File: src/rtl/adc_spi_responder.sv
// SPI slave emulating an 8-channel serial ADC for hardware-in-loop self-test.
// Frame N returns the conversion for the channel addressed by frame N-1.
module adc_spi_responder #(
    parameter int ADC_WIDTH   = 10,
    parameter int FRAME_BITS  = 16,
    parameter int SYNC_STAGES = 2
) (
    input  logic                        clk,
    input  logic                        aclr,
    input  logic                        sclr,
    input  logic                        sclk,
    input  logic                        csn,
    input  logic                        mosi,
    output logic                        miso,
    output logic                        miso_oe,
    input  logic [7:0][ADC_WIDTH-1:0]   ch_data,
    input  logic [7:0]                  ch_err,
    output logic [FRAME_BITS-1:0]       rx_word,
    output logic                        frame_done,
    output logic                        frame_err,
    output logic [2:0]                  cur_ch,
    output logic [15:0]                 frame_cnt
);

    localparam int PAD = FRAME_BITS - ADC_WIDTH - 5;
    localparam int CW  = $clog2(FRAME_BITS + 2);
    localparam logic [CW-1:0] BITS_FULL = CW'(FRAME_BITS);
    localparam logic [CW-1:0] BITS_MAX  = CW'(FRAME_BITS + 1);

    typedef enum logic [1:0] {ST_IDLE, ST_SHIFT, ST_END} state_t;

    // Synchronizers reset to 0 so that a csn held low across a reset
    // cannot look like a fresh falling edge.
    logic [SYNC_STAGES-1:0] sclk_sync_reg, sclk_sync_next;
    logic [SYNC_STAGES-1:0] csn_sync_reg, csn_sync_next;
    logic [SYNC_STAGES-1:0] mosi_sync_reg, mosi_sync_next;
    logic                   sclk_d_reg, sclk_d_next;
    logic                   csn_d_reg, csn_d_next;

    state_t                 state_reg, state_next;
    logic [CW-1:0]          bit_cnt_reg, bit_cnt_next;
    logic [FRAME_BITS-1:0]  tx_shift_reg, tx_shift_next;
    logic [FRAME_BITS-1:0]  rx_shift_reg, rx_shift_next;
    logic                   miso_reg, miso_next;
    logic                   miso_oe_reg, miso_oe_next;
    logic [FRAME_BITS-1:0]  rx_word_reg, rx_word_next;
    logic                   frame_done_reg, frame_done_next;
    logic                   frame_err_reg, frame_err_next;
    logic [2:0]             cur_ch_reg, cur_ch_next;
    logic [15:0]            frame_cnt_reg, frame_cnt_next;
    logic                   pend_reg, pend_next;

    logic s_sclk, s_csn, s_mosi;
    logic sclk_rise, sclk_fall, csn_rise, csn_fall;
    logic [FRAME_BITS-1:0] load_word;

    assign s_sclk    = sclk_sync_reg[SYNC_STAGES-1];
    assign s_csn     = csn_sync_reg[SYNC_STAGES-1];
    assign s_mosi    = mosi_sync_reg[SYNC_STAGES-1];
    assign sclk_rise = s_sclk & ~sclk_d_reg;
    assign sclk_fall = ~s_sclk & sclk_d_reg;
    assign csn_rise  = s_csn & ~csn_d_reg;
    assign csn_fall  = ~s_csn & csn_d_reg;

    assign load_word = FRAME_BITS'({1'b0, cur_ch_reg, ch_err[cur_ch_reg], ch_data[cur_ch_reg]}) << PAD;

    always_comb begin
        sclk_sync_next  = {sclk_sync_reg[SYNC_STAGES-2:0], sclk};
        csn_sync_next   = {csn_sync_reg[SYNC_STAGES-2:0], csn};
        mosi_sync_next  = {mosi_sync_reg[SYNC_STAGES-2:0], mosi};
        sclk_d_next     = s_sclk;
        csn_d_next      = s_csn;
        state_next      = state_reg;
        bit_cnt_next    = bit_cnt_reg;
        tx_shift_next   = tx_shift_reg;
        rx_shift_next   = rx_shift_reg;
        miso_next       = miso_reg;
        miso_oe_next    = miso_oe_reg;
        rx_word_next    = rx_word_reg;
        frame_done_next = 1'b0;
        frame_err_next  = 1'b0;
        cur_ch_next     = cur_ch_reg;
        frame_cnt_next  = frame_cnt_reg;
        pend_next       = 1'b0;

        case (state_reg)
            ST_IDLE: begin
                miso_next    = 1'b0;
                miso_oe_next = 1'b0;
                if (csn_fall || pend_reg) begin
                    tx_shift_next = load_word;
                    miso_next     = load_word[FRAME_BITS-1];
                    miso_oe_next  = 1'b1;
                    bit_cnt_next  = '0;
                    state_next    = ST_SHIFT;
                end
            end
            ST_SHIFT: begin
                // csn takes priority over a coincident sclk edge
                if (csn_rise) begin
                    miso_next    = 1'b0;
                    miso_oe_next = 1'b0;
                    state_next   = ST_END;
                end else if (sclk_rise) begin
                    rx_shift_next = {rx_shift_reg[FRAME_BITS-2:0], s_mosi};
                    if (bit_cnt_reg != BITS_MAX)
                        bit_cnt_next = bit_cnt_reg + CW'(1);
                end else if (sclk_fall) begin
                    tx_shift_next = tx_shift_reg << 1;
                    miso_next     = tx_shift_reg[FRAME_BITS-2];
                end
            end
            ST_END: begin
                miso_next    = 1'b0;
                miso_oe_next = 1'b0;
                pend_next    = csn_fall;
                state_next   = ST_IDLE;
                if (bit_cnt_reg == BITS_FULL) begin
                    rx_word_next    = rx_shift_reg;
                    frame_done_next = 1'b1;
                    frame_cnt_next  = frame_cnt_reg + 16'd1;
                    if (rx_shift_reg[FRAME_BITS-1])
                        cur_ch_next = rx_shift_reg[FRAME_BITS-2 -: 3];
                end else begin
                    frame_err_next = 1'b1;
                end
            end
            default: state_next = ST_IDLE;
        endcase

        if (sclr) begin
            sclk_sync_next  = '0;
            csn_sync_next   = '0;
            mosi_sync_next  = '0;
            sclk_d_next     = 1'b0;
            csn_d_next      = 1'b0;
            state_next      = ST_IDLE;
            bit_cnt_next    = '0;
            tx_shift_next   = '0;
            rx_shift_next   = '0;
            miso_next       = 1'b0;
            miso_oe_next    = 1'b0;
            rx_word_next    = '0;
            frame_done_next = 1'b0;
            frame_err_next  = 1'b0;
            cur_ch_next     = '0;
            frame_cnt_next  = '0;
            pend_next       = 1'b0;
        end
    end

    always_ff @(posedge clk or posedge aclr) begin
        if (aclr) begin
            sclk_sync_reg  <= '0;
            csn_sync_reg   <= '0;
            mosi_sync_reg  <= '0;
            sclk_d_reg     <= 1'b0;
            csn_d_reg      <= 1'b0;
            state_reg      <= ST_IDLE;
            bit_cnt_reg    <= '0;
            tx_shift_reg   <= '0;
            rx_shift_reg   <= '0;
            miso_reg       <= 1'b0;
            miso_oe_reg    <= 1'b0;
            rx_word_reg    <= '0;
            frame_done_reg <= 1'b0;
            frame_err_reg  <= 1'b0;
            cur_ch_reg     <= '0;
            frame_cnt_reg  <= '0;
            pend_reg       <= 1'b0;
        end else begin
            sclk_sync_reg  <= sclk_sync_next;
            csn_sync_reg   <= csn_sync_next;
            mosi_sync_reg  <= mosi_sync_next;
            sclk_d_reg     <= sclk_d_next;
            csn_d_reg      <= csn_d_next;
            state_reg      <= state_next;
            bit_cnt_reg    <= bit_cnt_next;
            tx_shift_reg   <= tx_shift_next;
            rx_shift_reg   <= rx_shift_next;
            miso_reg       <= miso_next;
            miso_oe_reg    <= miso_oe_next;
            rx_word_reg    <= rx_word_next;
            frame_done_reg <= frame_done_next;
            frame_err_reg  <= frame_err_next;
            cur_ch_reg     <= cur_ch_next;
            frame_cnt_reg  <= frame_cnt_next;
            pend_reg       <= pend_next;
        end
    end

    assign miso       = miso_reg;
    assign miso_oe    = miso_oe_reg;
    assign rx_word    = rx_word_reg;
    assign frame_done = frame_done_reg;
    assign frame_err  = frame_err_reg;
    assign cur_ch     = cur_ch_reg;
    assign frame_cnt  = frame_cnt_reg;

endmodule

File: config.mk
export PLATFORM = sky130hd
export DESIGN_NAME = adc_spi_responder
export DESIGN_NICKNAME = d
export VERILOG_FILES = /design/src/rtl/adc_spi_responder.sv
export SDC_FILE = /design/constraint.sdc
export NUM_CORES = 1
export LEC_CHECK = 0
export CAP_MARGIN = 20
export CORE_MARGIN = 3
export CORE_UTILIZATION = 44
export CTS_CLUSTER_DIAMETER = 50
export DETAILED_ROUTE_END_ITERATION = 16
export PLACE_DENSITY_LB_ADDON = 0.15
export SYNTH_ARGS = -nofsm -noshare
export SYNTH_HDL_FRONTEND = slang
export SYNTH_SLANG_ARGS = --single-unit
export TNS_END_PERCENT = 50
File: constraint.sdc
create_clock -name clk -period 2.7 [get_ports clk]
set_input_delay 0.675 -clock clk [delete_from_list [all_inputs] [get_ports clk]]
set_output_delay 0.675 -clock clk [all_outputs]
set_load 0.02 [all_outputs]
==> results.toml, run 1 <==
[logic_synthesis]
synth_fp_nets = 567
yosys.area.top_type = "dfrtp_1"
syn_area_sq_mm = 0.00463
syn_inst = 465
synth-seq-cells = 85
ys_top_cells_by_count = "dfrtp_1, nand2_1, a21oi_1"
synth.most_common_cell = "dfrtp_1"
synth_edf_count = 0
avgSynthCellArea_sq_um = 9.97
synth_flop_cell = "dfrtp_1"
seq_area_frac_synth = 0.459
yosysWarningCount = 0
async_flop_share = 1.00
synth.top_cell.area_share = 0.459
synth_area_leaders = "dfrtp_1, mux2_2, mux2i_1, nand2_1, a21oi_1"
synth_cell_types = 56

[clock_tree]
clock-root-buffer = "clkbuf_8"
path_clk_slew_ps = 80
ctsLongestPathBuffers = 2
cts-resized-gates = 0
cts_buffers = 9
cts_sinks = 85
tritoncts = "done"
htreeDepth = 3
hold_buffers = 0
postCtsSetupBuffers = 0
insertion_delay_ps = 350

[floorplan]
start_util = 0.463
dieWidth_um = 109
dieArea_sq_mm = 0.0118
die_h_um = 109
core_sq_mm = 0.0100
rows = 36
io-pin-count = 133

[setup_path]
path_buf_inv = 1
critPathRequiredTime_ps = 2030
crit_type = "flop to output port"
startpoint_type = "flop"
path_delay_family = "buffers and inverters"
critPathMaxStageDelay_ps = 690
cp.arrival_ps = 1650
cp_cell_sequence = "clkdlybuf4s50_1"
end_kind = "output port"
crit_fanout = 9
slowest_stage = "clkdlybuf4s50_1"

[power_and_ir_drop]
leakagePower_nw = 2.47
peakVddDrop_mv = 0.309
clkPwrFrac = 0.325
p_per_area_mw_per_mm2 = 515
p_sw_uw = 921
p_comb_frac = 0.242
seqPwrFrac = 0.433
p_sw_frac = 0.284
intPower_mw = 2.32

[global_routing]
grt_max_degree = 58
grt-ovfl-total = 0
first_global_vias = 4105
grt_usage = 0.214
grt_pass1_wl_um = 20000
grt_antenna_before_repair = 0

[placement]
hpwl_um = 9020
dpl.cell_count = 706
gp_congestion = 0.813
portBuffers = 132

[detailed_routing]
wirelength_um = 12000
avgViaCountPerCell = 5.55
drc_errors = 0
drt_first_iter_violations = 224
routedWlPerCell_um = 16.6
firstDrtPassIters = 4
antenna_left = 0
vias = 4010

[sta]
clock.fmax_ghz = 0.430
worst_pin_slew_ps = 686
layout_min_cycle_time_ps = 2330
max_slew_margin = 0.542
setup_tns_ps = 0
setup_viol = 0
grt_setup_unrepaired = "no"
drv_slew = 0
timing.final.hold_violations = 0
finalCritPeriodShare = 0.862
fin_skew_ps = 17.5

[finish]
drive_gt1_frac = 0.109
layout.cells.non_filler = 722
num_antenna_cells = 0
area_growth_pct = 36.0
fin_nets = 686

[hold_path]
hold_class = "flop to flop"

[run_status]
status = "finished, final reports clean"

[run]
cap_violations = 0
[metal layers]
layer | up-vias | global-route usage | part of all wire | routed length (um)
met4 | 0 | 0.0424 | 0.0092 | 110
met3 | 11 | 0.0562 | 0.062 | 745
met2 | 126 | 0.353 | 0.50 | 5990
met1 | 1943 | 0.288 | 0.43 | 5120
li1 | 1930 | - | - | -
met5 | - | 0 | 0 | 0
[cell families (layout without fill, tap and decap cells)]
group                    Yosys count  count (layout)  synth area share
AO/OA/AOI/OAI                    104             104             0.153
buffers and inverters             42             166            0.0435
adder cells (fa/ha/maj)            8               8            0.0216
XOR/XNOR                           6               6            0.0113
AND/OR/NAND/NOR                  171             171             0.194
multiplexers                      49              49             0.117
flip-flops                        85              85             0.459
[stage by stage]
stage / total power [mW] / hold WS (ps) / setup slack (ps) / area, sq um / util
final: 3.24 / 464 / 374 / 6300 / 0.631
after floorplan: 1.96 / 439 / 801 / 4640 / -
after global placement: 2.19 / 449 / 609 / 6060 / 0.606
after detailed placement: 2.21 / 455 / 505 / 6060 / 0.606
after CTS: 3.27 / 471 / 344 / 6300 / 0.631
after global routing: 3.41 / 490 / 275 / 6300 / 0.631
[layout make-up]
class	instances	area, sq um
fillers	859	3690
multi-input cells	338	2310
flip-flops and latches	85	2130
repair buffers	142	1430
well taps	133	166
clock buffers	12	165
clock inverters	4	76.3
inverters	8	33.8
[power groups by stage]
stage | sequential, mW | clock, mW | combinational [mW]
5_1_grt | 1.41 | 1.13 | 0.868
6_report | 1.40 | 1.05 | 0.786
3_5_place_dp | 1.42 | 0 | 0.788
4_1_cts | 1.40 | 1.08 | 0.787
3_3_place_gp | 1.42 | 0 | 0.763
2_1_floorplan | 1.42 | 0 | 0.538
[worst paths after layout]
| path | start | end | slack [ps] | depth (start not counted) |
|---|---|---|---|---|
| worst max-delay path | cur_ch[0]$_DFFE_PP0P_ | cur_ch[0] | 370 | 1 |
| worst min-delay path | csn_sync_reg[0]$_DFF_PP0_ | csn_sync_reg[1]$_DFF_PP0_ | 460 | 1 |
| worst max register to register | state_reg[1]$_DFFE_PP0P_ | bit_cnt_reg[0]$_DFFE_PP0P_ | 520 | 5 |
| worst min register to register | csn_sync_reg[0]$_DFF_PP0_ | csn_sync_reg[1]$_DFF_PP0_ | 460 | 1 |
| max in group asynchronous | aclr | rx_shift_reg[0]$_DFFE_PP0P_ | 1500 | 3 |
| min in group asynchronous | aclr | sclk_sync_reg[0]$_DFF_PP0_ | 670 | 2 |
[cells in the final DEF, fill, tap and decap left out, types with 14 or more instances in the layout]
| cell type | Yosys | layout |
|---|---|---|
| mux2_2 | 22 | 22 |
| a22o_1 | 14 | 14 |
| mux2i_1 | 24 | 24 |
| dfrtp_1 | 85 | 84 |
| clkdlybuf4s50_1 | 0 | 131 |
| nand2_1 | 62 | 62 |
| nand3_1 | 28 | 28 |
| o22ai_1 | 14 | 14 |
| a21oi_1 | 42 | 42 |
Note: power is estimated with default switching activity, not from simulation.
==> inputs of run 2 (changes only) <==
CORE_MARGIN = default   (was 3)
MAX_ROUTING_LAYER = met4   (was default)
==> run 2 against run 1 <==
Effect of this change:
- fmax increased by 3.0%
- critical endpoint is now bit_cnt_reg[0]$_DFFE_PP0P_
- via count decreased by 1.1%
- final area down 0.54%
- flip-flop and latch count stayed put
- highest routed layer unchanged
- clock skew fell by 5.9 ps
- critical path type is now flop to flop
==> results.toml, run 2 (synthesis results as in run 1) <==
[clock_tree]
ctsLongestPathBuffers = 2
path_clk_slew_ps = 80
insertion_delay_ps = 360
tritoncts = "done"
clock-root-buffer = "clkbuf_8"
cts-resized-gates = 0
hold_buffers = 0
postCtsSetupBuffers = 0
cts_sinks = 85
htreeDepth = 3
cts_buffers = 9

[detailed_routing]
drc_errors = 0
routedWlPerCell_um = 16.0
drt_first_iter_violations = 196
wirelength_um = 11600
vias = 3966
avgViaCountPerCell = 5.48
firstDrtPassIters = 4
antenna_left = 0

[placement]
portBuffers = 132
gp_congestion = 0.805
dpl.cell_count = 708
hpwl_um = 8580
placedInstanceArea_sq_mm = 0.00605

[sta]
setup_viol = 0
clock.fmax_ghz = 0.443
layout_min_cycle_time_ps = 2260
timing.final.hold_violations = 0
worst_pin_slew_ps = 813
setup_tns_ps = 0
drv_slew = 0
fin_skew_ps = 11.6
grt_setup_unrepaired = "no"
finalCritPeriodShare = 0.836
max_slew_margin = 0.457

[setup_path]
cp.arrival_ps = 2530
startpoint = "state_reg[1]$_DFFE_PP0P_"
crit_type = "flop to flop"
critPathRequiredTime_ps = 2970
crit_fanout = 15
rrSetupSlack_ps = 440
startpoint_type = "flop"
end_kind = "flop"
r2r_start = "state_reg[1]$_DFFE_PP0P_"

[finish]
fin_nets = 685
layout_commonest_cell = "clkdlybuf4s50_1"
layout.cells.non_filler = 724
num_antenna_cells = 0
final_cell_area_sq_mm = 0.00627
final_util = 0.610
mostFrequentLayoutCells = "clkdlybuf4s50_1, dfrtp_1, nand2_1"
drive_gt1_frac = 0.105
area_growth_pct = 35.3

[power_and_ir_drop]
peakVddDrop_mv = 0.327
leakagePower_nw = 2.46
fin_total_pwr_mw = 3.21
p_per_area_mw_per_mm2 = 512

[floorplan]
dieArea_sq_mm = 0.0109
start_util = 0.451
io-pin-count = 133
die_h_um = 105
dieWidth_um = 105
rows = 37
core_sq_mm = 0.0103

[hold_path]
hp-start = "mosi_sync_reg[0]$_DFF_PP0_"
hold_class = "flop to flop"

[global_routing]
grt_pass1_wl_um = 19600
grt_antenna_before_repair = 0
grt-ovfl-total = 0
grt_usage = 0.230
grt_max_degree = 45
first_global_vias = 4053

[run_status]
status = "finished, final reports clean"

[run]
cap_violations = 0
## run 2: cell types whose count changed in the layout (fill, tap and decap cells not counted), sizes merged
cell	previous run	this run
clkinvlp	2	1
clkbuf	12	11
clkinv	0	1
buf	11	10
inv	8	9
## run 2: routing by layer
layer	GRT usage	part of all wire	vias to the layer above
met3	0.0455	0.040	23
met5	-	0	-
met1	0.283	0.42	1923
li1	-	-	1930
met2	0.377	0.51	90
met4	0.0855	0.024	0
## run 2: final cells by class
type,instances,area [sq um]
fill,912,4010
multi-input combinational,338,2310
sequential,85,2130
timing repair buffer,141,1410
tap,136,170
clock buffer,11,141
clock inverter,5,82.6
inverter,8,33.8
## run 2: critical path, stage by stage (launching register included)
cell	delay (ps)
dfrtp_1	410
inv_1	120
ha_1	520
nand2_1	350
or4b_1	610
o22ai_1	180
## run 2: path summary, 6_finish.rpt
check / endpoint / cells after the start
setup reg to reg: bit_cnt_reg[0]$_DFFE_PP0P_ / 5
min in group asynchronous: cur_ch[2]$_DFFE_PP0P_ / 2
hold / removal: mosi_sync_reg[1]$_DFF_PP0_ / 1
hold reg to reg: mosi_sync_reg[1]$_DFF_PP0_ / 1
max in group asynchronous: rx_shift_reg[7]$_DFFE_PP0P_ / 3
setup / recovery: bit_cnt_reg[0]$_DFFE_PP0P_ / 5
## run 2: power by group
part	internal, mW	leakage (nW)	switching, mW
Combinational	0.375	1.16	0.418
Clock	0.552	0.114	0.463
Sequential	1.35	1.18	0.0538
## run 2: per-stage QoR
stage / hold slack (ps) / worst slack (ps)
detailed placement: 449 / 488
global route: 499 / 281
finish: 468 / 441
global placement: 445 / 591
CTS: 469 / 422
floorplan: 439 / 801
==> inputs of run 3 (changes only) <==
CORE_UTILIZATION = 48   (was 44)
clock period = 2.1 ns   (was 2.7 ns; I/O delays follow)
==> run 3 against run 2 <==
Effect of this change:
- die area is 8.2% lower
- final area is 0.94% higher
- wire length is 1.3% lower
- cell count is 0.55% higher
- core utilization is 7.2 points higher
- critical path depth is 4 lower
- worst setup slack worse by 340 ps
- count of clock-buffer cells in the layout is 1 lower
- critical endpoint is now cur_ch[0]
- largest power group unchanged
==> results.toml, run 3 (synthesis results as in run 1) <==
[run_status]
status = "finished, final reports clean"

[global_routing]
grt_busiest_layer = "met2"
grt_pass1_wl_um = 19000
grt-ovfl-total = 0
first_global_vias = 4060
grt_max_degree = 31
met2_usage = 0.410
grt_usage = 0.245
gr-usage-met3 = 0.0446
grt_antenna_before_repair = 0
use_met1 = 0.308

[placement]
hpwl_um = 8810
gp_congestion = 0.825
place_ws_ps = 73.6
placedInstanceArea_sq_mm = 0.00613
dpl.cell_count = 712
portBuffers = 132

[floorplan]
rows = 35
die_h_um = 100
io-pin-count = 133
start_util = 0.499
core_sq_mm = 0.00928
dieWidth_um = 100
dieArea_sq_mm = 0.0101

[sta]
fin_skew_ps = 11.7
hold_ws_ps = 472
setup_viol = 0
grt_setup_unrepaired = "no"
setup_tns_ps = 0
drv_slew = 0
layout_min_cycle_time_ps = 1990
timing.final.hold_violations = 0
fin_ws_ps = 106
finalCritPeriodShare = 0.950
clock.fmax_ghz = 0.501
worst_pin_slew_ps = 531
max_slew_margin = 0.645

[setup_path]
critPathRequiredTime_ps = 1570
path_delay_family = "buffers and inverters"
cp_cell_sequence = "clkdlybuf4s50_1"
startpoint_type = "flop"
end_kind = "output port"
crit_type = "flop to output port"
path_buf_inv = 1
crit_fanout = 6
slowest_stage = "clkdlybuf4s50_1"
critPathMaxStageDelay_ps = 660
cp.arrival_ps = 1470

[clock_tree]
hold_buffers = 0
ctsLongestPathBuffers = 2
cts_sinks = 85
htreeDepth = 3
path_clk_slew_ps = 90
insertion_delay_ps = 350
cts_buffers = 9
postCtsSetupBuffers = 0
tritoncts = "done"
cts-resized-gates = 0
clock-root-buffer = "clkbuf_8"

[finish]
final_cell_area_sq_mm = 0.00633
layout.cells.non_filler = 728
drive_gt1_frac = 0.129
final_util = 0.682
layout_commonest_cell = "clkdlybuf4s50_1"
area_growth_pct = 36.6
num_antenna_cells = 0
fin_nets = 696
mostFrequentLayoutCells = "clkdlybuf4s50_1, dfrtp_1, nand2_1"

[detailed_routing]
vias = 4075
avgViaCountPerCell = 5.60
drc_errors = 0
wirelength_um = 11400
firstDrtPassIters = 5
routedWlPerCell_um = 15.7
drt_first_iter_violations = 186
antenna_left = 0

[power_and_ir_drop]
leakagePower_nw = 2.50
fin_total_pwr_mw = 3.97
peakVddDrop_mv = 0.369
p_per_area_mw_per_mm2 = 628

[run]
cap_violations = 0

[hold_path]
hold_class = "flop to flop"
==> run 3: cell type report <==
type / instances / area, sq um
Clock buffer: 10 / 138
Clock inverter: 6 / 51.3
Multi-Input combinational cell: 338 / 2310
Fill cell: 745 / 2950
Tap cell: 129 / 161
Sequential cell: 85 / 2130
Timing Repair Buffer: 152 / 1500
Inverter: 8 / 33.8
==> run 3: routing by layer <==
metal / wire length, um / vias to the layer above / part of all wire
li1: - / 1957 / -
met1: 4860 / 1970 / 0.43
met2: 5930 / 134 / 0.52
met3: 515 / 14 / 0.045
met4: 127 / 0 / 0.011
met5: 0 / - / 0
==> run 3: worst paths after layout <==
check / startpoint / endpoint / slack [ps] / depth (start not counted)
hold / removal: sclk_sync_reg[0]$_DFF_PP0_ / sclk_sync_reg[1]$_DFF_PP0_ / 470 / 1
setup reg to reg: state_reg[1]$_DFFE_PP0P_ / tx_shift_reg[4]$_DFFE_PP0P_ / 120 / 6
max in group asynchronous: aclr / rx_shift_reg[7]$_DFFE_PP0P_ / 1110 / 3
setup / recovery: cur_ch[0]$_DFFE_PP0P_ / cur_ch[0] / 110 / 1
hold reg to reg: sclk_sync_reg[0]$_DFF_PP0_ / sclk_sync_reg[1]$_DFF_PP0_ / 470 / 1
min in group asynchronous: aclr / csn_d_reg$_DFF_PP0_ / 500 / 2
==> run 3: where the power goes <==
group	internal, mW	total, mW	leakage, nW	switching (mW)
logic	0.517	1.07	1.23	0.549
registers	1.74	1.81	1.18	0.0689
clock network	0.481	1.10	0.0943	0.619
